**config.mk**
```make
export PLATFORM = sky130hd
export DESIGN_NAME = min_search_sched_flat
export DESIGN_NICKNAME = d
export VERILOG_FILES = /design/src/rtl/flitzip_pkg.sv /design/src/rtl/min_search_sched_if.sv /design/src/rtl/min_search_sched_arb.sv /design/src/rtl/min_search_sched.sv /design/src/flat_wrapper.sv
export SDC_FILE = /design/constraint.sdc
export NUM_CORES = 1
export LEC_CHECK = 0
export CAP_MARGIN = 20
export CORE_AREA = 5 5 205 207
export DETAILED_ROUTE_END_ITERATION = 12
export DIE_AREA = 0 0 210 212
export GPL_TIMING_DRIVEN = 0
export PLACE_DENSITY = 0.65
export SYNTH_ARGS = -nofsm -noshare
export SYNTH_HDL_FRONTEND = slang
export SYNTH_SLANG_ARGS = --single-unit
```
**constraint.sdc**
```tcl
create_clock -name clk_in -period 8.76 [get_ports clk_in]
set_clock_uncertainty 0.15 [all_clocks]
set_input_delay 0.876 -clock clk_in [delete_from_list [all_inputs] [get_ports clk_in]]
set_output_delay 0.876 -clock clk_in [all_outputs]
set_load 0.03 [all_outputs]
```
**src/rtl/flitzip_pkg.sv**
```systemverilog
// Shared types and width helpers for the Flitzip compression-path blocks.
// Holds the min-search FSM state encoding, the index/id widths at default sizing,
// and a clog2 helper that never returns zero for use on port widths.
package flitzip_pkg;

    typedef enum logic [1:0] {
        IDLE = 2'd0,
        SCAN = 2'd1,
        DONE = 2'd2
    } state_e;

    // A width of zero is illegal on a port, so single-entry cases still get one bit.
    function automatic int clog2_min1(input int n);
        return (n <= 1) ? 1 : $clog2(n);
    endfunction

    localparam int DEF_INPUT_WIDTH = 128;
    localparam int DEF_D           = 8;
    localparam int DEF_NUM_REQ     = 4;
    localparam int NUM_CHUNKS      = DEF_INPUT_WIDTH / DEF_D;
    localparam int CHUNK_IDX_W     = clog2_min1(NUM_CHUNKS);
    localparam int REQ_ID_W        = clog2_min1(DEF_NUM_REQ);

endpackage

```
**src/rtl/min_search_sched_if.sv**
```systemverilog
// Request/response bundle between Flitzip requesters and the min-search engine.
// Ports: req_valid/req_data/req_ready (one lane per requester), resp_* result
// handshake, busy status. master = requesters + consumer, slave = the engine.
interface min_search_sched_if
    import flitzip_pkg::*;
#(
    parameter int INPUT_WIDTH = 128,
    parameter int D           = 8,
    parameter int NUM_REQ     = 4
);
    localparam int IDX_W = clog2_min1(INPUT_WIDTH / D);
    localparam int ID_W  = clog2_min1(NUM_REQ);

    logic [NUM_REQ-1:0]             req_valid;
    logic [NUM_REQ*INPUT_WIDTH-1:0] req_data;
    logic [NUM_REQ-1:0]             req_ready;
    logic                           resp_valid;
    logic                           resp_ready;
    logic [D-1:0]                   resp_min;
    logic [IDX_W-1:0]               resp_idx;
    logic [ID_W-1:0]                resp_id;
    logic                           busy;

    modport master (
        output req_valid, req_data, resp_ready,
        input  req_ready, resp_valid, resp_min, resp_idx, resp_id, busy
    );

    modport slave (
        input  req_valid, req_data, resp_ready,
        output req_ready, resp_valid, resp_min, resp_idx, resp_id, busy
    );

endinterface

```
**src/rtl/min_search_sched_arb.sv**
```systemverilog
// Round-robin arbiter: first valid requester at or above i_ptr, wrapping around.
// Latency: purely combinational. Backpressure: none; grant is all-zero when idle.
// Ports: i_valid (request vector), i_ptr (priority start), o_grant (one-hot), o_id.
module rr_arbiter
    import flitzip_pkg::*;
#(
    parameter int NUM_REQ = 4,
    localparam int ID_W   = clog2_min1(NUM_REQ)
) (
    input  logic [NUM_REQ-1:0] i_valid,
    input  logic [ID_W-1:0]    i_ptr,
    output logic [NUM_REQ-1:0] o_grant,
    output logic [ID_W-1:0]    o_id
);

    logic w_found;

    always_comb begin
        o_grant = '0;
        o_id    = '0;
        w_found = 1'b0;
        for (int k = 0; k < NUM_REQ; k++) begin
            // Modulo keeps non-power-of-two requester counts wrapping correctly.
            if (!w_found && i_valid[(int'(i_ptr) + k) % NUM_REQ]) begin
                w_found                                = 1'b1;
                o_grant[(int'(i_ptr) + k) % NUM_REQ]   = 1'b1;
                o_id                                   = ID_W'((int'(i_ptr) + k) % NUM_REQ);
            end
        end
    end

endmodule

```
**src/rtl/min_search_sched.sv**
```systemverilog
// Time-shared minimum-chunk search over round-robin arbitrated request words.
// Latency: accept edge, NUM_CHUNKS/LANES scan cycles, then result held in DONE.
// Backpressure: result held until resp_ready; no request accepted outside IDLE.
// Ports: clk_in, rst_in (async active-high), bus (slave side of min_search_sched_if).
module min_search_sched
    import flitzip_pkg::*;
#(
    parameter int INPUT_WIDTH = 128,
    parameter int D           = 8,
    parameter int NUM_REQ     = 4,
    parameter int LANES       = 4,
    localparam int NUM_CHUNKS = INPUT_WIDTH / D
) (
    input  logic               clk_in,
    input  logic               rst_in,
    min_search_sched_if.slave  bus
);

    localparam int IDX_W = clog2_min1(NUM_CHUNKS);
    localparam int ID_W  = clog2_min1(NUM_REQ);

    localparam logic [1:0] ST_IDLE = IDLE;
    localparam logic [1:0] ST_SCAN = SCAN;
    localparam logic [1:0] ST_DONE = DONE;

    logic [1:0]             r_state;
    logic [ID_W-1:0]        r_ptr;
    logic [ID_W-1:0]        r_id;
    logic [INPUT_WIDTH-1:0] r_work;
    logic [D-1:0]           r_min;
    logic [IDX_W-1:0]       r_idx;
    logic [IDX_W-1:0]       r_cnt;

    logic [NUM_REQ-1:0]     w_grant;
    logic [ID_W-1:0]        w_gnt_id;
    logic                   w_accept;
    logic                   w_last;
    logic [D-1:0]           w_min;
    logic [IDX_W-1:0]       w_idx;

    rr_arbiter #(.NUM_REQ(NUM_REQ)) u_arb (
        .i_valid (bus.req_valid),
        .i_ptr   (r_ptr),
        .o_grant (w_grant),
        .o_id    (w_gnt_id)
    );

    // Grant only while idle and out of reset so nothing can look accepted
    // while state is being cleared.
    assign bus.req_ready = (r_state == ST_IDLE && !rst_in) ? w_grant : '0;
    assign w_accept      = |(bus.req_valid & bus.req_ready);
    assign w_last        = (r_cnt == IDX_W'(NUM_CHUNKS - LANES));

    // The work register is shifted down LANES chunks per scan cycle, so the
    // current lanes always sit at the bottom; r_cnt supplies the true index.
    // ">=" lets a later equal chunk win, so ties resolve to the highest index.
    always_comb begin
        w_min = r_min;
        w_idx = r_idx;
        for (int l = 0; l < LANES; l++) begin
            if (w_min >= r_work[l*D +: D]) begin
                w_min = r_work[l*D +: D];
                w_idx = r_cnt + IDX_W'(l);
            end
        end
    end

    always_ff @(posedge clk_in or posedge rst_in) begin
        if (rst_in) begin
            r_state <= ST_IDLE;
            r_ptr   <= '0;
            r_id    <= '0;
            r_work  <= '0;
            r_min   <= '0;
            r_idx   <= '0;
            r_cnt   <= '0;
        end else begin
            case (r_state)
                ST_IDLE: begin
                    if (w_accept) begin
                        r_work  <= bus.req_data[w_gnt_id*INPUT_WIDTH +: INPUT_WIDTH];
                        r_id    <= w_gnt_id;
                        r_min   <= '1;
                        r_idx   <= '0;
                        r_cnt   <= '0;
                        r_ptr   <= (w_gnt_id == ID_W'(NUM_REQ - 1)) ? '0 : w_gnt_id + 1'b1;
                        r_state <= ST_SCAN;
                    end
                end
                ST_SCAN: begin
                    r_min  <= w_min;
                    r_idx  <= w_idx;
                    r_cnt  <= r_cnt + IDX_W'(LANES);
                    r_work <= r_work >> (LANES * D);
                    if (w_last) begin
                        r_state <= ST_DONE;
                    end
                end
                ST_DONE: begin
                    if (bus.resp_ready) begin
                        r_state <= ST_IDLE;
                    end
                end
                default: r_state <= ST_IDLE;
            endcase
        end
    end

    assign bus.resp_valid = (r_state == ST_DONE);
    assign bus.resp_min   = r_min;
    assign bus.resp_idx   = r_idx;
    assign bus.resp_id    = r_id;
    assign bus.busy       = (r_state != ST_IDLE);

endmodule
```
**src/flat_wrapper.sv**
```systemverilog
// flat-port wrapper written by rule: the top's interface ports become plain ports
module min_search_sched_flat import flitzip_pkg::*;
#(
    parameter int INPUT_WIDTH = 128,
    parameter int D           = 8,
    parameter int NUM_REQ     = 4,
    parameter int LANES       = 4,
    localparam int NUM_CHUNKS = INPUT_WIDTH / D
)
  (clk_in, rst_in, bus_req_valid, bus_req_data, bus_resp_ready, bus_req_ready, bus_resp_valid, bus_resp_min, bus_resp_idx, bus_resp_id, bus_busy);
  min_search_sched_if #(.INPUT_WIDTH(INPUT_WIDTH), .D(D), .NUM_REQ(NUM_REQ)) bus_i ();
  input  logic clk_in;
  input  logic rst_in;
  input wire logic [$bits(bus_i.req_valid)-1:0] bus_req_valid;
  input wire logic [$bits(bus_i.req_data)-1:0] bus_req_data;
  input wire logic [$bits(bus_i.resp_ready)-1:0] bus_resp_ready;
  output wire logic [$bits(bus_i.req_ready)-1:0] bus_req_ready;
  output wire logic [$bits(bus_i.resp_valid)-1:0] bus_resp_valid;
  output wire logic [$bits(bus_i.resp_min)-1:0] bus_resp_min;
  output wire logic [$bits(bus_i.resp_idx)-1:0] bus_resp_idx;
  output wire logic [$bits(bus_i.resp_id)-1:0] bus_resp_id;
  output wire logic [$bits(bus_i.busy)-1:0] bus_busy;
  assign bus_i.req_valid = bus_req_valid;
  assign bus_i.req_data = bus_req_data;
  assign bus_i.resp_ready = bus_resp_ready;
  assign bus_req_ready = bus_i.req_ready;
  assign bus_resp_valid = bus_i.resp_valid;
  assign bus_resp_min = bus_i.resp_min;
  assign bus_resp_idx = bus_i.resp_idx;
  assign bus_resp_id = bus_i.resp_id;
  assign bus_busy = bus_i.busy;
  min_search_sched #(.INPUT_WIDTH(INPUT_WIDTH), .D(D), .NUM_REQ(NUM_REQ), .LANES(LANES)) u_core (.clk_in(clk_in), .rst_in(rst_in), .bus(bus_i));
endmodule
```
==> results.py, run 1 <==
metrics = {
    "logic_synthesis": {
        "synth_cell_types": 52,
        "yosysMostFrequentCell": "dfrtp_1",
        "synth_top_cell_area_share": 0.3393,
        "netlist_area_mm2": 0.01091,
        "synth_edf_count": 0,
        "ys_seq_elements": 148,
        "synth_area_leader_cell": "dfrtp_1",
        "syn-num-nets": 1461,
        "synthTopCellsByArea": "dfrtp_1 (34%), mux4_2 (26%), a221o_1 (8.8%)",
        "synth_ff_type": "dfrtp_1",
        "netlist_top_cells_count": "dfrtp_1 (148), mux4_2 (128), and2_1 (99)",
        "yosysWarnings": 0,
        "synthCells": 901,
        "syn-mean-instance-area_um2": 12.11,
        "synth-seq-area-share": 0.3393,
        "async_flop_share": 1.000,
    },
    "critical_path": {
        "reg2reg_slack_ps": 600,
        "critPathKind": "reg2reg",
        "arrival_ps": 8310,
        "slowest_stage": "dfrtp_1",
        "start_kind": "flop",
        "path_max_fanout": 10,
        "critPathMaxStageDelay_ps": 450,
        "critPathCaptureType": "flop",
        "path_common_cell": "ha_1",
        "required_ps": 8910,
    },
    "floorplan": {
        "fp.dieW_um": 210,
        "start_util": 0.2716,
        "num_rows": 74,
        "die_y_um": 212,
        "core_area_mm2": 0.04018,
        "die_area_mm2": 0.04452,
        "pin_count": 539,
    },
    "cts": {
        "cts_root_buf": "clkbuf_16",
        "cts_max_level": 4,
        "worstSkewPairLatency_ps": 420,
        "clkSinkCount": 148,
        "clkTransAtPathRegs_ps": 60,
        "cts_made_buffers": 17,
        "cts_buffer_depth": 2,
        "post-cts-setup-buffers": 0,
        "cts_tree": "done",
    },
    "placement": {
        "place_ws_ps": -100.6,
        "dpl.cell_count": 1972,
        "dp_hpwl_mm": 43.40,
        "globalplace.congestion": 0.8833,
        "portBuffers": 536,
    },
    "sta": {
        "slew_violations": 0,
        "setup_tns_ps": 0,
        "tightest_slew_ps": 1021,
        "period_needed_ps": 8163,
        "rsz0062_at_grt": "false",
        "setup_viol": 0,
        "fmax_mhz": 122.5,
        "hold_violations": 0,
        "setup_slack_ps": 596.7,
        "slew-limit-headroom": 0.3166,
        "fin_crit_sh": 0.9319,
    },
    "drt": {
        "wl_per_cell_um": 25.48,
        "vias": 10420,
        "drtIter0Drc": 770,
        "antenna_left": 0,
        "routed_wl_mm": 51.22,
        "drtPass1Iterations": 7,
        "viasPerCell": 5.184,
        "drcViolationCount": 0,
    },
    "global_route": {
        "antenna_found_initial": 6,
        "grt_pass1_vias": 11330,
        "grt_max_degree": 76,
        "grt_first_pass_wirelength_mm": 73.61,
        "grt_overflow": 0,
        "grt_usage": 0.2221,
    },
    "layout": {
        "syn2layout_area_growth_pct": 62.08,
        "finalNonFillerCells": 2010,
        "nets": 2021,
        "drive_gt1_frac": 0.1555,
    },
    "pwr": {
        "power_w": 0.007535,
        "p_leak_nw": 7.110,
        "power_density_mw_per_mm2": 425.9,
        "max-vdd-ir-drop_mv": 0.2826,
    },
    "run": {
        "cap_violations": 0,
    },
    "status": {
        "outcome": "complete, no violations",
    },
    "hold_path": {
        "hold_class": "reg2reg",
    },
}
## stage by stage
step,hold slack [ps],util,instance area (um^2)
after floorplan,297.4,-,10910
after global placement,323.1,0.4217,16950
after detailed placement,323.9,0.4232,17010
after CTS,343.5,0.4386,17620
after global routing,363.0,0.4402,17690
final,341.2,0.4402,17690
## path summary, 6_finish.rpt
check | from | end | cells after the start
setup / recovery | u_core.r_work[5] | u_core.bus.resp_min[0] | 34
hold / removal | u_core.bus.resp_idx[1] | u_core.bus.resp_idx[1] | 1
setup reg to reg | u_core.r_work[5] | u_core.bus.resp_min[0] | 34
hold reg to reg | u_core.bus.resp_idx[1] | u_core.bus.resp_idx[1] | 1
max in group asynchronous | rst_in | u_core.bus.resp_min[2] | 3
min in group asynchronous | rst_in | u_core.r_state[1] | 2
## what timing repair did
item                                    in CTS  in global routing
hold buffers                                 0                  0
pin swaps                                    0                  0
resized for setup                            1                 14
endpoints found under the setup margin       3                 12
## cell usage in the layout, fill, tap and decap left out, types with 4 or more instances in the layout
| cell | Yosys | final |
|---|---|---|
| mux4_2 | 128 | 128 |
| a22oi_1 | 4 | 4 |
| inv_1 | 46 | 45 |
| a211oi_1 | 9 | 7 |
| inv_6 | 0 | 4 |
| nor2b_1 | 4 | 4 |
| nor2_1 | 25 | 25 |
| clkbuf_1 | 32 | 29 |
| diode_2 | 0 | 5 |
| mux2_2 | 4 | 4 |
| buf_1 | 13 | 13 |
| o221a_2 | 8 | 8 |
| o31ai_1 | 9 | 8 |
| buf_4 | 10 | 10 |
| ha_1 | 41 | 41 |
| o21ai_0 | 15 | 14 |
| o21ai_1 | 5 | 6 |
| dfrtp_1 | 148 | 148 |
| clkbuf_16 | 0 | 17 |
| mux2i_1 | 5 | 5 |
| a21oi_1 | 23 | 22 |
| nand2b_1 | 11 | 11 |
| a22o_1 | 31 | 31 |
| nor3b_1 | 7 | 7 |
| nand3_1 | 5 | 5 |
| clkinvlp_4 | 0 | 4 |
| clkdlybuf4s50_1 | 0 | 536 |
| buf_2 | 28 | 29 |
| and2_1 | 99 | 99 |
| a221o_1 | 96 | 96 |
| a21o_1 | 13 | 13 |
| nand2_1 | 46 | 46 |
## metal layers
metal  GRT usage  share of wire
met4     0.05018          0.015
met2      0.3882           0.51
met1      0.2863           0.42
met5           0        0.00039
met3     0.04501          0.062
## cell families (layout without fill, tap and decap cells)
logic type      after synthesis  in the layout  synth area share
flops                       148            148            0.3393
other cells                   0              5                 0
simple gates                206            206            0.1020
xor+xnor                      1              1         0.0008026
mux                         137            137            0.2728
fa+ha+maj                    41             41           0.04700
compound gates              239            239            0.1870
buf+inv                     129            701           0.05102
## final cells by class
type / count / area [um^2]
clock buffers: 18 / 439.2
well taps: 532 / 665.6
clock inverters: 13 / 175.2
plain buffers: 83 / 387.9
fillers: 3783 / 22490
repair buffers: 541 / 5443
inverters: 46 / 177.7
multi-input cells: 624 / 6685
diodes: 5 / 12.51
flip-flops and latches: 148 / 3704
## flip-flops by register name, indices dropped and copies added (netlist names)
| name | count |
|---|---|
| u_core.r_ptr | 2 |
| u_core.bus.resp_id | 2 |
| u_core.r_state | 2 |
| u_core.bus.resp_min | 8 |
| u_core.bus.resp_idx | 4 |
| u_core.r_work | 128 |
| u_core.r_cnt | 2 |
## where the power goes
group,switching (W),internal [W],total [W]
combinational,0.00296,0.00253,0.00550
clock,0.000317,0.000460,0.000777
sequential,0.000248,0.00101,0.00126
total,0.00353,0.00400,0.00753
## critical path: cells and delay by family, from the launching register on
kind | cells | cell delay [ps]
DFF | 1 | 450
adders and majority gates | 4 | 1240
and+or+nand+nor | 8 | 1350
buffers and inverters | 7 | 1350
AOI/OAI and AO/OA | 15 | 3470
No activity file was read; power rests on OpenSTA's default activity.
==> run 2, diff against run 1 <==
==> constraint.sdc (replaced) <==
create_clock -name clk_in -period 8.76 [get_ports clk_in]
set_clock_uncertainty 0.15 [all_clocks]
set_input_delay 1.314 -clock clk_in [delete_from_list [all_inputs] [get_ports clk_in]]
set_output_delay 1.314 -clock clk_in [all_outputs]
set_load 0.03 [all_outputs]
==> results of run 2 <==
Same layout as run 1 (identical final DEF). Status: complete, no violations.
